### src/rtl/egg_timer_pkg.sv
// Shared definitions for the egg timer: controller state codes, BCD limits
// and the internal countdown phase encoding.
package egg_timer_pkg;

    typedef enum logic [3:0] {
        ST_SET_SEC     = 4'd0,
        ST_SET_MIN     = 4'd1,
        ST_TIMER       = 4'd2,
        ST_READY       = 4'd3,
        ST_RESET       = 4'd4,
        ST_FLASH_ON    = 4'd5,
        ST_FLASH_OFF   = 4'd6,
        ST_SETTING_MIN = 4'd7
    } ctrl_state_e;

    typedef enum logic [1:0] {
        PH_IDLE,
        PH_COUNT,
        PH_EXPIRED,
        PH_ALARM
    } phase_e;

    localparam logic [3:0] SEC_TENS_MAX = 4'd5;
    localparam logic [3:0] DIGIT_MAX    = 4'd9;

    // True when both digits are legal for a counter whose tens digit tops out at tens_max.
    function automatic logic bcd2_valid(input logic [7:0] value, input logic [3:0] tens_max);
        return (value[7:4] <= tens_max) && (value[3:0] <= DIGIT_MAX);
    endfunction

endpackage

### src/rtl/bcd2_down.sv
// Two-digit BCD down-counter with synchronous load; wraps 00 to TENS_MAX9
// and flags the wrap as a borrow for the next-higher counter.
module bcd2_down
    import egg_timer_pkg::*;
#(
    parameter logic [3:0] TENS_MAX = SEC_TENS_MAX
) (
    input  logic       clk,
    input  logic       reset,
    input  logic       load,
    input  logic [7:0] load_val,
    input  logic       dec,
    output logic [7:0] value,
    output logic       borrow,
    output logic       zero
);

    logic [3:0] tens;
    logic [3:0] ones;

    // Load wins over decrement so a controller entry is never lost to a tick.
    always_ff @(posedge clk) begin
        if (reset) begin
            tens <= 4'd0;
            ones <= 4'd0;
        end else if (load) begin
            tens <= load_val[7:4];
            ones <= load_val[3:0];
        end else if (dec) begin
            if (ones == 4'd0) begin
                ones <= DIGIT_MAX;
                tens <= (tens == 4'd0) ? TENS_MAX : tens - 4'd1;
            end else begin
                ones <= ones - 4'd1;
            end
        end
    end

    assign value  = {tens, ones};
    assign zero   = (value == 8'h00);
    assign borrow = dec && zero;

endmodule

### src/rtl/countdown_sequencer.sv
// Egg timer countdown datapath: switch capture, 1 Hz prescaler, MM:SS BCD
// countdown, expiry flag and alarm-phase blink generation.
module countdown_sequencer
    import egg_timer_pkg::*;
#(
    parameter int TICK_DIV  = 50_000_000,
    parameter int FLASH_DIV = 12_500_000
) (
    input  logic       clk,
    input  logic       reset,
    input  logic [3:0] state,
    input  logic [7:0] sw,
    output logic [7:0] sec_bcd,
    output logic [7:0] min_bcd,
    output logic       tick,
    output logic       running,
    output logic       done,
    output logic       blink
);

    localparam int PW = $clog2(TICK_DIV);
    localparam int FW = $clog2(FLASH_DIV);
    localparam logic [PW-1:0] PRE_LAST   = PW'(TICK_DIV - 1);
    localparam logic [FW-1:0] FLASH_LAST = FW'(FLASH_DIV - 1);

    logic [PW-1:0] prescaler;
    logic [FW-1:0] flash_cnt;
    phase_e        phase;

    logic       clear_all;
    logic       in_timer;
    logic       in_alarm;
    logic       in_set;
    logic       sec_zero;
    logic       min_zero;
    logic       sec_borrow;
    logic       min_borrow_unused;
    logic       value_zero;
    logic       step;
    logic       last_second;
    logic       expiring;
    logic       load_sec;
    logic       load_min;
    logic [7:0] load_val;

    // Undefined codes 8-15 behave exactly like the controller's RESET state.
    assign clear_all   = reset || state[3] || (state == ST_RESET);
    assign in_timer    = (state == ST_TIMER);
    assign in_alarm    = (state == ST_FLASH_ON) || (state == ST_FLASH_OFF);
    assign in_set      = (state == ST_SET_SEC) || (state == ST_SET_MIN);
    assign value_zero  = sec_zero && min_zero;
    assign step        = in_timer && !reset && !value_zero && (prescaler == PRE_LAST);
    assign last_second = min_zero && (sec_bcd == 8'h01);
    assign expiring    = in_timer && (value_zero || (step && last_second));

    assign load_sec = clear_all || ((state == ST_SET_SEC) && bcd2_valid(sw, SEC_TENS_MAX));
    assign load_min = clear_all || ((state == ST_SET_MIN) && bcd2_valid(sw, DIGIT_MAX));
    assign load_val = clear_all ? 8'h00 : sw;

    bcd2_down #(.TENS_MAX(SEC_TENS_MAX)) u_sec (
        .clk      (clk),
        .reset    (reset),
        .load     (load_sec),
        .load_val (load_val),
        .dec      (step),
        .value    (sec_bcd),
        .borrow   (sec_borrow),
        .zero     (sec_zero)
    );

    // Minutes never borrow: stepping is suppressed once the whole value reaches 00:00.
    bcd2_down #(.TENS_MAX(DIGIT_MAX)) u_min (
        .clk      (clk),
        .reset    (reset),
        .load     (load_min),
        .load_val (load_val),
        .dec      (sec_borrow),
        .value    (min_bcd),
        .borrow   (min_borrow_unused),
        .zero     (min_zero)
    );

    always_ff @(posedge clk) begin
        if (clear_all) begin
            prescaler <= '0;
            flash_cnt <= '0;
            tick      <= 1'b0;
            running   <= 1'b0;
            done      <= 1'b0;
            blink     <= 1'b1;
            phase     <= PH_IDLE;
        end else begin
            tick    <= step;
            running <= in_timer && !expiring;

            // Outside an active count the prescaler freezes so a paused run resumes mid-second.
            if (in_timer && !value_zero) begin
                prescaler <= (prescaler == PRE_LAST) ? '0 : prescaler + 1'b1;
            end

            if (in_set) begin
                done <= 1'b0;
            end else if (expiring) begin
                done <= 1'b1;
            end

            if (in_alarm) begin
                if (phase != PH_ALARM) begin
                    blink     <= 1'b1;
                    flash_cnt <= '0;
                end else if (flash_cnt == FLASH_LAST) begin
                    blink     <= ~blink;
                    flash_cnt <= '0;
                end else begin
                    flash_cnt <= flash_cnt + 1'b1;
                end
            end else begin
                blink     <= 1'b1;
                flash_cnt <= '0;
            end

            if (in_alarm) begin
                phase <= PH_ALARM;
            end else if (in_timer) begin
                phase <= expiring ? PH_EXPIRED : PH_COUNT;
            end else begin
                phase <= PH_IDLE;
            end
        end
    end

endmodule
### config.mk
export PLATFORM = sky130hd
export DESIGN_NAME = countdown_sequencer
export DESIGN_NICKNAME = d
export VERILOG_FILES = /design/src/rtl/egg_timer_pkg.sv /design/src/rtl/bcd2_down.sv /design/src/rtl/countdown_sequencer.sv
export SDC_FILE = /design/constraint.sdc
export NUM_CORES = 1
export LEC_CHECK = 0
export CAP_MARGIN = 20
export CELL_PAD_IN_SITES_DETAIL_PLACEMENT = 1
export CELL_PAD_IN_SITES_GLOBAL_PLACEMENT = 2
export CORE_MARGIN = 1
export CORE_UTILIZATION = 31
export CTS_CLUSTER_SIZE = 20
export DETAILED_ROUTE_END_ITERATION = 8
export GPL_ROUTABILITY_DRIVEN = 0
export PLACE_DENSITY = 0.82
export SLEW_MARGIN = 20
export SYNTH_ARGS = -nofsm -noshare
export SYNTH_HDL_FRONTEND = slang
export SYNTH_SLANG_ARGS = --single-unit
### constraint.sdc
create_clock -name clk -period 2.82 [get_ports clk]
set_input_delay 0.705 -clock clk [delete_from_list [all_inputs] [get_ports clk]]
set_output_delay 0.705 -clock clk [all_outputs]
set_load 0.02 [all_outputs]
# Word-level counts from Yosys, hierarchy flattened
# Index checks and enable logic that the tools add are counted.
dict set report classes {
  n_addsub 6
  n_lt_le_gt_ge 3
  n_eq_ne 9
  muxes 19
  bitwise 2
  n_reduce_logical 40
}
# operator count
set op_table {}
lappend op_table {{4-bit 2-to-1 mux} 14}
lappend op_table {{26-bit by 1-bit adder with 26-bit output (second input constant)} 1}
lappend op_table {{26-bit == test (second input constant)} 1}
lappend op_table {{26-bit 2-to-1 mux} 1}
lappend op_table {{24-bit by 1-bit adder with 24-bit output (second input constant)} 1}
lappend op_table {{24-bit == test (second input constant)} 1}
lappend op_table {{4-bit logical NOT} 5}
lappend op_table {{8-bit logical NOT} 2}
lappend op_table {{4-bit by 1-bit subtractor with 4-bit output (second input constant)} 4}
lappend op_table {{1-bit logical AND} 14}
lappend op_table {{4-bit by 3-bit == test with 1-bit output (second input constant)} 3}
lappend op_table {{8-bit by 1-bit == test with 1-bit output (second input constant)} 1}
lappend op_table {{4-bit <= comparator (second input constant)} 2}
lappend op_table {{8-bit 2-to-1 mux} 1}
lappend op_table {{2-bit nonzero test} 4}
lappend op_table {{1-bit logical OR} 7}
lappend op_table {{2-bit 2-to-1 mux} 3}
lappend op_table {{4-bit by 1-bit == test with 1-bit output (second input constant)} 1}
lappend op_table {{4-bit by 2-bit == test with 1-bit output (second input constant)} 1}
lappend op_table {{4-bit by 3-bit <= comparator with 1-bit output (second input constant)} 1}
lappend op_table {{2-bit AND reduction} 2}
lappend op_table {{4-bit OR reduction} 1}
lappend op_table {{1-bit logical NOT} 3}
lappend op_table {{3-bit OR reduction} 1}
lappend op_table {{other kinds (3)} 4}
dict set report totals {
  register_bits 72
  inputBits 14
}

# Longest topological paths before layout
dict set report depth {
  word_depth 11
  depth_mapped 7
}

# Modules after synthesis
# Synthesis repeated with hierarchy kept, for this count alone.
dict set report unflattened {
  cells_unflattened 442
  area_unflattened_um2 3697.3
}
# mod n_inst cells_per_inst area_per_inst_um2
set modules_own_cells {}
lappend modules_own_cells {countdown_sequencer 1 335 2826.5}
lappend modules_own_cells {{bcd2_down (u_min)} 1 58 462.9}
lappend modules_own_cells {{bcd2_down (u_sec)} 1 49 407.9}

# Least setup slack after synthesis
# OpenSTA, ideal clock, no wires.
dict set report synth_timing {
  path_type {input to register}
  startpoint {input state[0]}
  endpoint {register prescaler[23]}
  setup_time_ns 0.117
  t_arrival_ns 2.570
  required_ns 2.703
  setup_slack_ns 0.133
  cell_stages 7
  cell_sequence {buf_2 -> or4b_1 -> buf_2 -> or3_4 -> a2111oi_0 -> xnor2_1 -> nor2_1}
}
dict set report synth_via {
  elab_chain_len 2
  word_cells_on_any_way 4
  cone_classes {2 x eq/ne; 2 x reduce/logical}
}
# item line_no
set synth_lines {}
lappend synth_lines {{start: declaration} countdown_sequencer.sv:11} ;# input logic [3:0] state,
lappend synth_lines {{4-bit by 2-bit == test with 1-bit output / 4-bit by 3-bit == test with 1-bit output (equally long branches)} {countdown_sequencer.sv:48, countdown_sequencer.sv:47}}
lappend synth_lines {{1-bit logical AND / 1-bit logical OR (equally long branches)} {countdown_sequencer.sv:97, countdown_sequencer.sv:47}}
lappend synth_lines {{end signal: assignment} countdown_sequencer.sv:98} ;# prescaler <= (prescaler == PRE_LAST) ? '0 : prescaler + 1'b1;
lappend synth_lines {{end: declaration} countdown_sequencer.sv:26} ;# logic [PW-1:0] prescaler;
# Parallel ways exist; a longest one is shown, timed or not.
# A chain may end at the register's enable or synchronous reset.

# Worst setup path in the final report
dict set report layout_timing {
  startpoint {input state[3]}
  endpoint {register prescaler[25]}
}
dict set report layout_via {
  elab_chain_len 2
  word_cells_on_any_way 5
  cone_classes {2 x eq/ne; 3 x reduce/logical}
}
# item line_no
set layout_lines {}
lappend layout_lines {{4-bit by 2-bit == test with 1-bit output, or another cell as far along} countdown_sequencer.sv:48} ;# assign in_timer = (state == ST_TIMER);
lappend layout_lines {{1-bit logical AND / 1-bit logical OR (equally long branches)} {countdown_sequencer.sv:97, countdown_sequencer.sv:47}}
# Parallel ways exist; a longest one is shown, timed or not.

==> impl_metrics.tcl <==
set metrics [dict create \
    status "finished, final reports clean" \
    clockPowerShare_pct 48.8 \
    period_share_pct 96.1 \
    netlist_instances 458 \
    drive_above_1_share_pct 12.4 \
    grt_pass1_vias 3956 \
    critPathKind "in -> reg" \
    hold_class "reg -> reg" \
    max-clock-path-buffers 2 \
    synth.most_common_cell "dfxtp_1" \
    cp-end-kind "flop" \
    finalSetupViolCount 0 \
    antennaDiodeCount 0 \
    die_x_um 112 \
    grt_overflow 0 \
    die_area_um2 12600 \
    clock_latency_ns 0.34 \
    rsz0062_at_grt "no" \
    yosys.area_share.simple_pct 31.8 \
    clock.fmax_mhz 369 \
    htreeDepth 3 \
    fin_skew_ns 0.00553 \
    wl_per_cell_um 17.4 \
    yosys_warnings 0 \
    start_util_pct 32.4 \
    final.setup.tns_ns 0 \
    yosysTopAreaCell "dfxtp_1" \
    synth_top_family_by_area "simple AND/OR/NAND/NOR gates" \
    grt_antenna_before_repair 0 \
    power_density_nw_per_um2 493 \
    portBuffers 33 \
    ios 34 \
    synthAdderAreaFrac_pct 0.663 \
    power_switching_mw 0.542 \
    drtIter0Drc 252 \
    place_inst 653 \
    synthesis.nets 474 \
    synth_area_um2 3770 \
    instances_no_fill 669 \
    async_flop_share_pct 0 \
    cts_tree "built" \
    grt_max_degree 26 \
    worstMarginPinSlew_ns 0.556 \
    row_count 39 \
    synth-compound-area-share_pct 15.8 \
    comb_power_share_pct 7.5 \
    p_leak_nw 1.52 \
    die_y_um 112 \
    synth_area_per_cell_um2 8.24 \
    nets 537 \
    post_cts_buffers 0 \
    cts_num_sinks 72 \
    ir_worst_vdd_mv 0.273 \
    netSwitchingFraction_pct 22.9 \
    wirelength_um 11600 \
    seqPwrFrac_pct 43.7 \
    yosys_register_bits 72 \
    cp.required_ns 3.05 \
    synth_top_cells_by_count "72 x dfxtp_1, 62 x nor2_1, 40 x nand2_1" \
    synthMuxAreaShare_pct 0 \
    drv_slew 0 \
    worstSetupStartpointType "primary input" \
    slew_headroom_pct 62.6 \
    synth_xor_xnor_area_share_pct 10.4 \
    path_max_fanout 4 \
    synthTopCellsByArea "dfxtp_1 38%, xnor2_1 6.5%, nor2_1 6.2%" \
    routed-via-count 3740 \
    grt_pass1_wl_um 19800 \
    viasPerCell 5.59 \
    fin_crit_ns 2.71 \
    drv_cap 0 \
    seq_area_frac_synth_pct 38.2 \
    drc 0 \
    area_growth_pct 27.3 \
    grt_usage_pct 20.0 \
    final_antenna_net_count 0 \
    arrival_ns 2.95 \
    internal-power_mw 1.83 \
    dpl.hpwl_um 8480 \
    first_pass_iters 4 \
    power_mw 2.37 \
    clkTransAtPathRegs_ns 0.05 \
    yosys.area.top_type_share_pct 38.2 \
    hold_ws_ns 0.459 \
    ys.flop_type "dfxtp_1" \
    hold_viol 0 \
    synth-edff-count 0 \
    yosysUniqueCellTypes 60 \
    cts_buffers 9 \
    cts_root_buffer "clkbuf_16" \
    fp.coreArea_um2 11700 \
]
[kinds of logic (layout without fill, tap and decap cells)]
family,count (synthesis),after routing
xor gates and xnor gates,45,45
adders and majority gates,2,2
DFF,72,72
AOI/OAI and AO/OA,87,87
and+or+nand+nor,222,222
buffers and inverters,30,98
[path summary, 6_finish.rpt]
check                             startpoint       endpoint  slack, ns  cells past startpoint
worst min register to register      phase[1]          blink       0.46                      3
worst max-delay path                state[3]  prescaler[25]       0.11                      6
worst min-delay path                phase[1]          blink       0.46                      3
worst max register to register  prescaler[8]  u_min.ones[0]       0.34                      5
[layer usage]
layer | track usage, % | up-vias | part of all wire (%)
met2 | 33.0 | 68 | 47
met1 | 25.1 | 1839 | 47
met5 | 0 | - | 0
met3 | 5.35 | 20 | 4.0
met4 | 7.02 | 0 | 2.0
li1 | - | 1813 | -
[timing repair]
| item | CTS | global route |
|---|---|---|
| hold buffers | 0 | 0 |
| endpoints found under the setup margin | 0 | 1 |
| resized for setup | 0 | 1 |
[area by class of cell]
type | instances | area (um2)
sequential | 72 | 1440
multi-input combinational | 356 | 2220
fill | 1412 | 6860
clock buffer | 13 | 260
timing repair buffer | 69 | 613
inverter | 13 | 48.8
clock inverter | 3 | 40.0
tap | 143 | 179
[power by group through the flow]
| stage | clock, mW | combinational [mW] | sequential, mW |
|---|---|---|---|
| 2_1_floorplan | 0 | 0.0844 | 1.06 |
| 3_3_place_gp | 0 | 0.174 | 1.06 |
| 3_5_place_dp | 0 | 0.175 | 1.06 |
| 4_1_cts | 1.20 | 0.176 | 1.04 |
| 5_1_grt | 1.25 | 0.190 | 1.04 |
| 6_report | 1.16 | 0.178 | 1.04 |
[registers in the layout, indices dropped and copies added, names as in the netlist, 2 cells and up]
register    flops
u_min.ones      4
phase           2
u_min.tens      4
u_sec.tens      4
u_sec.ones      4
prescaler      26
flash_cnt      24
[metrics by stage]
stage | worst slack [ns] | cell area (um2) | util [%]
2_1_floorplan | 0.133 | 3770 | -
3_3_place_gp | -0.230 | 4500 | 38.6
3_5_place_dp | -0.319 | 4500 | 38.6
4_1_cts | 0.0256 | 4800 | 41.2
5_1_grt | 0.0252 | 4800 | 41.2
6_report | 0.109 | 4800 | 41.2
[cells in the final DEF, fill, tap and decap left out, drive strengths merged, types with 9 or more instances in the layout]
cell type	Yosys	routed
a211oi	10	10
dfxtp	72	72
inv	13	13
nor3	13	13
or4	12	12
or3	9	9
o21ai	20	20
nand3	16	16
clkdlybuf4s50	0	33
nand2	40	40
nand4	14	14
o211ai	9	9
clkbuf	11	13
xor2	17	17
buf	6	36
xnor2	28	28
a21oi	15	15
nor4	16	16
nor2	62	62
[worst max-delay path, cell delays in order]
cell and delay, ns:
clkdlybuf4s50_1 0.41, or4b_1 0.65, or3_4 0.44, a2111oi_0 0.50, xnor2_1 0.19, nor2_1 0.05
Note: power is estimated with default switching activity, not from simulation.
